### src/rtl/knn_topk_if.sv
// knn_topk_if: sample stream, result and list read port of the k-NN selector.
interface knn_topk_if #(parameter int DATA_W = 16, LABEL_W = 8, K = 4);
  logic                     start, valid, ready, last, done, rd_vld;
  logic [DATA_W-1:0]        dist_in, rd_dist;
  logic [LABEL_W-1:0]       label_in, result_label, rd_label;
  logic [$clog2(K+1)-1:0]   nb_count;
  logic [$clog2(K)-1:0]     rd_addr;
  modport master (output start, valid, dist_in, label_in, last, rd_addr,
                  input ready, done, result_label, nb_count, rd_dist, rd_label, rd_vld);
  modport slave  (input start, valid, dist_in, label_in, last, rd_addr,
                  output ready, done, result_label, nb_count, rd_dist, rd_label, rd_vld);
endinterface

### src/rtl/knn_topk.sv
// knn_topk: streaming sorted top-K distance list with majority vote (KNN_VOTE_EN) or 1-NN result.
module knn_topk #(parameter int DATA_W = 16, LABEL_W = 8, K = 4) (
  input logic clk,
  input logic rst,
  knn_topk_if.slave bus
);
  localparam int CW = $clog2(K+1);
  localparam int AW = $clog2(K);
`ifdef KNN_VOTE_EN
  typedef enum logic [1:0] {IDLE, LOAD, VOTE, DONE} state_t;
`else
  typedef enum logic [1:0] {IDLE, LOAD, DONE} state_t;
`endif
  state_t              r_state, w_state_n;
  logic [DATA_W-1:0]   r_dist [K];
  logic [DATA_W-1:0]   w_dist_n [K];
  logic [LABEL_W-1:0]  r_label [K];
  logic [LABEL_W-1:0]  w_label_n [K];
  logic [K-1:0]        r_occ, w_occ_n, w_lt, w_first;
  logic [CW-1:0]       r_cnt;
  logic [LABEL_W-1:0]  r_result;
  logic                r_done, w_acc;
  assign w_acc         = r_state == LOAD && bus.valid && !bus.start;
  assign bus.ready     = r_state == LOAD;
  assign bus.done      = r_done;
  assign bus.nb_count  = r_cnt;
  assign bus.result_label = r_result;
  // sorted list keeps occupied entries as a prefix, so w_lt is monotone and w_first is one-hot
  assign w_first = w_lt & ~{w_lt[K-2:0], 1'b0};
  always_comb begin
    for (int i = 0; i < K; i++) begin
      w_lt[i]      = !r_occ[i] || bus.dist_in < r_dist[i];
      w_dist_n[i]  = r_dist[i];
      w_label_n[i] = r_label[i];
      w_occ_n[i]   = r_occ[i];
    end
    for (int i = 1; i < K; i++)
      if (w_acc && w_lt[i] && !w_first[i]) begin
        w_dist_n[i]  = r_dist[i-1];
        w_label_n[i] = r_label[i-1];
        w_occ_n[i]   = r_occ[i-1];
      end
    for (int i = 0; i < K; i++)
      if (w_acc && w_first[i]) begin
        w_dist_n[i]  = bus.dist_in;
        w_label_n[i] = bus.label_in;
        w_occ_n[i]   = 1'b1;
      end
  end
  always_comb begin
    bus.rd_dist  = '0;
    bus.rd_label = '0;
    bus.rd_vld   = 1'b0;
    for (int j = 0; j < K; j++)
      if (AW'(j) == bus.rd_addr) begin
        bus.rd_dist  = r_dist[j];
        bus.rd_label = r_label[j];
        bus.rd_vld   = r_occ[j];
      end
  end
`ifdef KNN_VOTE_EN
  logic [CW-1:0]      r_vi, r_best, w_votes;
  logic [LABEL_W-1:0] r_best_label, w_cand_label;
  logic               w_cand_occ, w_upd;
  always_comb begin
    w_cand_label = '0;
    w_cand_occ   = 1'b0;
    w_votes      = '0;
    for (int j = 0; j < K; j++)
      if (CW'(j) == r_vi) begin
        w_cand_label = r_label[j];
        w_cand_occ   = r_occ[j];
      end
    for (int j = 0; j < K; j++)
      w_votes = w_votes + CW'(r_occ[j] && r_label[j] == w_cand_label);
    w_upd = w_cand_occ && w_votes > r_best;
  end
`endif
  always_ff @(posedge clk)
    r_state <= rst ? IDLE : w_state_n;
  always_comb begin
    w_state_n = r_state;
    if (bus.start)
      w_state_n = LOAD;
    else if (r_state == LOAD && w_acc && bus.last)
`ifdef KNN_VOTE_EN
      w_state_n = VOTE;
    else if (r_state == VOTE && r_vi == CW'(K-1))
      w_state_n = DONE;
`else
      w_state_n = DONE;
`endif
  end
  always_ff @(posedge clk) begin
    if (rst) begin
      r_occ    <= '0;
      r_cnt    <= '0;
      r_result <= '0;
      r_done   <= 1'b0;
`ifdef KNN_VOTE_EN
      r_vi         <= '0;
      r_best       <= '0;
      r_best_label <= '0;
`endif
    end else if (bus.start) begin
      r_occ  <= '0;
      r_cnt  <= '0;
      r_done <= 1'b0;
`ifdef KNN_VOTE_EN
      r_vi         <= '0;
      r_best       <= '0;
      r_best_label <= '0;
`endif
    end else begin
      r_dist  <= w_dist_n;
      r_label <= w_label_n;
      r_occ   <= w_occ_n;
      r_done  <= r_state == DONE;
      if (w_acc && !r_occ[K-1])
        r_cnt <= r_cnt + CW'(1);
`ifdef KNN_VOTE_EN
      if (r_state == VOTE) begin
        r_vi <= r_vi + CW'(1);
        if (w_upd) begin
          r_best       <= w_votes;
          r_best_label <= w_cand_label;
        end
        if (r_vi == CW'(K-1))
          r_result <= w_upd ? w_cand_label : r_best_label;
      end
`else
      if (w_acc && bus.last)
        r_result <= w_label_n[0];
`endif
    end
  end
endmodule

### src/flat_wrapper.sv
// flat-port wrapper written by rule: the top's interface ports become plain ports
module knn_topk_flat 
#(parameter int DATA_W = 16, LABEL_W = 8, K = 4)
  (clk, rst, bus_start, bus_valid, bus_dist_in, bus_label_in, bus_last, bus_rd_addr, bus_ready, bus_done, bus_result_label, bus_nb_count, bus_rd_dist, bus_rd_label, bus_rd_vld);
  knn_topk_if #(.DATA_W(DATA_W), .LABEL_W(LABEL_W), .K(K)) bus_i ();
  input logic clk;
  input logic rst;
  input wire logic [$bits(bus_i.start)-1:0] bus_start;
  input wire logic [$bits(bus_i.valid)-1:0] bus_valid;
  input wire logic [$bits(bus_i.dist_in)-1:0] bus_dist_in;
  input wire logic [$bits(bus_i.label_in)-1:0] bus_label_in;
  input wire logic [$bits(bus_i.last)-1:0] bus_last;
  input wire logic [$bits(bus_i.rd_addr)-1:0] bus_rd_addr;
  output wire logic [$bits(bus_i.ready)-1:0] bus_ready;
  output wire logic [$bits(bus_i.done)-1:0] bus_done;
  output wire logic [$bits(bus_i.result_label)-1:0] bus_result_label;
  output wire logic [$bits(bus_i.nb_count)-1:0] bus_nb_count;
  output wire logic [$bits(bus_i.rd_dist)-1:0] bus_rd_dist;
  output wire logic [$bits(bus_i.rd_label)-1:0] bus_rd_label;
  output wire logic [$bits(bus_i.rd_vld)-1:0] bus_rd_vld;
  assign bus_i.start = bus_start;
  assign bus_i.valid = bus_valid;
  assign bus_i.dist_in = bus_dist_in;
  assign bus_i.label_in = bus_label_in;
  assign bus_i.last = bus_last;
  assign bus_i.rd_addr = bus_rd_addr;
  assign bus_ready = bus_i.ready;
  assign bus_done = bus_i.done;
  assign bus_result_label = bus_i.result_label;
  assign bus_nb_count = bus_i.nb_count;
  assign bus_rd_dist = bus_i.rd_dist;
  assign bus_rd_label = bus_i.rd_label;
  assign bus_rd_vld = bus_i.rd_vld;
  knn_topk #(.DATA_W(DATA_W), .LABEL_W(LABEL_W), .K(K)) u_core (.clk(clk), .rst(rst), .bus(bus_i));
endmodule
### config.mk
export PLATFORM = sky130hd
export DESIGN_NAME = knn_topk_flat
export DESIGN_NICKNAME = d
export VERILOG_FILES = /design/src/rtl/knn_topk_if.sv /design/src/rtl/knn_topk.sv /design/src/flat_wrapper.sv
export SDC_FILE = /design/constraint.sdc
export NUM_CORES = 1
export LEC_CHECK = 0
export CAP_MARGIN = 10
export CORE_ASPECT_RATIO = 0.6
export CORE_MARGIN = 2
export CORE_UTILIZATION = 40
export DETAILED_ROUTE_END_ITERATION = 7
export SETUP_SLACK_MARGIN = 0.02
export SLEW_MARGIN = 25
export SYNTH_ARGS = -nofsm -noshare
export SYNTH_HDL_FRONTEND = slang
export SYNTH_SLANG_ARGS = --single-unit
### constraint.sdc
create_clock -name clk -period 5.1 [get_ports clk]
set_input_delay 0.51 -clock clk [delete_from_list [all_inputs] [get_ports clk]]
set_output_delay 0.51 -clock clk [all_outputs]
set_load 0.02 [all_outputs]
==> results.cfg <==
[power]
max-vdd-ir-drop_mv = 0.216
total_power_mw = 2.45
p_per_area_mw_per_mm2 = 295
leakagePower_nw = 3.25

[synthesis]
synth_edf_count = 96
yosysUniqueCellTypes = 50
yosys_register_bits = 114
synth_warnings = 0
avgSynthCellArea_um2 = 13.0
synth-seq-area-share_pct = 48.0
async_flop_share_pct = 0
syn_nets = 611
synth_ff_type = edfxtp_1
syn_inst = 519
syn_area_mm2 = 0.00676

[floorplanning]
die_area_mm2 = 0.0180
die_w_um = 172
chipHeight_um = 105
io_pins = 69
initial_utilization_pct = 41.2
coreArea_mm2 = 0.0164
num_rows = 36

[critical_path]
required_ps = 5260
worstPathMaxFanout = 14
reg2reg_slack_ps = 1740
arrival_ps = 3900
critPathMaxStageDelay_ps = 600
cp_num_buf_inv = 2
crit_start = bus_dist_in[15]
path_delay_family = compound AO/OA/AOI/OAI gates
worstSetupPathType = primary input to flip-flop
cp-end-kind = flip-flop
crit_chain = clkdlybuf4s50_1, ha_1, and4_1, nand2_1, a2111o_1, a41o_1, nor3_4, buf_4, mux2_2
reg2reg_from = u_core.r_dist[63]
crit_slowest_cell = clkdlybuf4s50_1
startpoint_type = primary input

[timing]
min_period_ps = 3740
fin_worst_skew_ps = 10.9
hold_viol_final = 0
rsz0062_at_grt = no
setup_viol = 0
max_slew_margin_pct = 35.6
timing.setup.tns_ps = 0
max_slew.worst_pin.slew_ps = 961
max_freq_ghz = 0.267
slew_viol_final = 0
fin_crit_sh_pct = 73.3

[global_routing]
grtUsageMet1_pct = 31.7
busiest_layer = met1
grt_use_met2_pct = 28.1
grtUsageMet3_pct = 5.00
grt_start_max_net_pins = 26
antenna_found_initial = 0
globalRouteOverflowTotal = 0
grt_pass1_vias = 4673
grt_pass1_wl_um = 27200
grt_use_total_pct = 20.3

[finish]
layout_commonest_cell = edfxtp_1
antenna_cells = 0
drive_above_1_share_pct = 25.8
multi_input_area_mm2 = 0.00318
regArea_mm2 = 0.00324
layout_common_cells = edfxtp_1, mux2_2, inv_1
final_area_mm2 = 0.00832
instances_no_fill = 844
utilization_pct = 50.8
synthToLayoutAreaGrowth_pct = 23.2
fin_nets = 695
n_fill_cell = 1467

[clocking]
clk_pin_slew_ps = 60
cts.sinks = 114
cts_setup_buffers = 0
htree_levels = 4
root_buffer = clkbuf_16
numCtsBuffers = 17
cts_buffer_depth = 2
holdBufCountCts = 0
postCtsResizedCells = 0
cts_tree = built
clock_latency_ps = 410

[drt]
routedWlPerCell_um = 20.6
drt-vias-per-instance = 5.38
via_count = 4537
antenna_left = 0
drt_first_pass_iters = 5
drc = 0
drt_iter0_drc = 483
routed_wl_um = 17300

[status]
status = finished clean

[worst_hold_path]
hold_path.class = flip-flop to flip-flop
min_from = u_core.bus.result_label[0]

[placed_design]
globalplace.congestion = 0.807
dpl-instance-area_mm2 = 0.00773
dpl.cell_count = 812
port-buffer-count = 68
hpwlAfterDp_um = 12300

[flow_run]
cap_violations = 0
state kept, by name, indices dropped and copies added (netlist names):
register / flops
u_core.bus.result_label: 8
u_core.r_state: 2
u_core.bus.done: 1
u_core.r_label: 32
u_core.r_dist: 64
u_core.r_occ: 4
u_core.bus.nb_count: 3
metrics by stage:
| step | hold WS, ps | setup WS, ps |
|---|---|---|
| 6_report | 450 | 1360 |
| 3_5_place_dp | 445 | 1020 |
| 2_1_floorplan | 436 | 1420 |
| 5_1_grt | 471 | 1260 |
| 4_1_cts | 456 | 1400 |
| 3_3_place_gp | 445 | 1060 |
cell families after synthesis:
| group | after synthesis | share of synthesized area, % |
|---|---|---|
| muxes | 113 | 22.9 |
| adders and majority gates | 61 | 11.3 |
| xor gates and xnor gates | 2 | 0.259 |
| and+or+nand+nor | 76 | 6.00 |
| DFF | 114 | 48.0 |
| buffers and inverters | 83 | 5.18 |
| AOI/OAI and AO/OA | 70 | 6.41 |
report_power, final:
group / internal [mW] / switching, mW
combinational: 0.109 / 0.123
sequential: 1.02 / 0.0104
clock: 0.746 / 0.444
total: 1.87 / 0.578
Yosys cell counts, types with 2 or more instances:
| cell | number | share of area (%) |
|---|---|---|
| edfxtp_1 | 96 | 43 |
| mux2_2 | 79 | 13 |
| inv_1 | 68 | 3.8 |
| ha_1 | 61 | 11 |
| nand2_1 | 26 | 1.4 |
| a21oi_1 | 25 | 1.9 |
| mux4_2 | 25 | 8.3 |
| o21ai_0 | 19 | 1.4 |
| dfxtp_1 | 18 | 5.3 |
| nor2_1 | 12 | 0.67 |
| mux2i_1 | 8 | 1.2 |
| nand4_1 | 8 | 0.74 |
| nor3_1 | 8 | 0.59 |
| clkbuf_1 | 6 | 0.33 |
| a211oi_1 | 5 | 0.56 |
| nand3_1 | 5 | 0.37 |
| o21a_1 | 5 | 0.56 |
| buf_6 | 4 | 0.67 |
| o211ai_1 | 3 | 0.33 |
| a221oi_1 | 2 | 0.26 |
| and4_1 | 2 | 0.26 |
| buf_1 | 2 | 0.11 |
| buf_4 | 2 | 0.22 |
| nor2b_1 | 2 | 0.19 |
| or2_2 | 2 | 0.19 |
| or3_1 | 2 | 0.19 |
cell type report:
type | count | share of cell area (%)
clock buffers | 20 | 5.49
clock inverters | 12 | 1.58
inverters | 68 | 3.07
multi-input cells | 322 | 38.3
flip-flops and latches | 114 | 39.0
well taps | 228 | 3.43
repair buffers | 80 | 9.23
worst register-to-register path, delay by kind of cell (launching register included):
family | cells | cell delay [ps]
and+or+nand+nor | 3 | 720
buffers and inverters | 2 | 370
adders and majority gates | 1 | 310
DFF | 1 | 380
AOI/OAI and AO/OA | 2 | 940
muxes | 1 | 380
routing by layer:
layer | vias to the layer above | wire (um) | part of all wire (%)
li1 | 2142 | - | -
met1 | 2279 | 9190 | 53
met2 | 106 | 7230 | 42
met3 | 10 | 837 | 4.8
met4 | 0 | 94 | 0.54
met5 | - | 0 | 0
worst paths after layout:
kind,to,depth (start not counted)
max,u_core.r_label[19],9
min,u_core.bus.result_label[0],2
max reg2reg,u_core.r_label[19],9
min reg2reg,u_core.bus.result_label[0],2
Power figures use the tool's default switching activity.
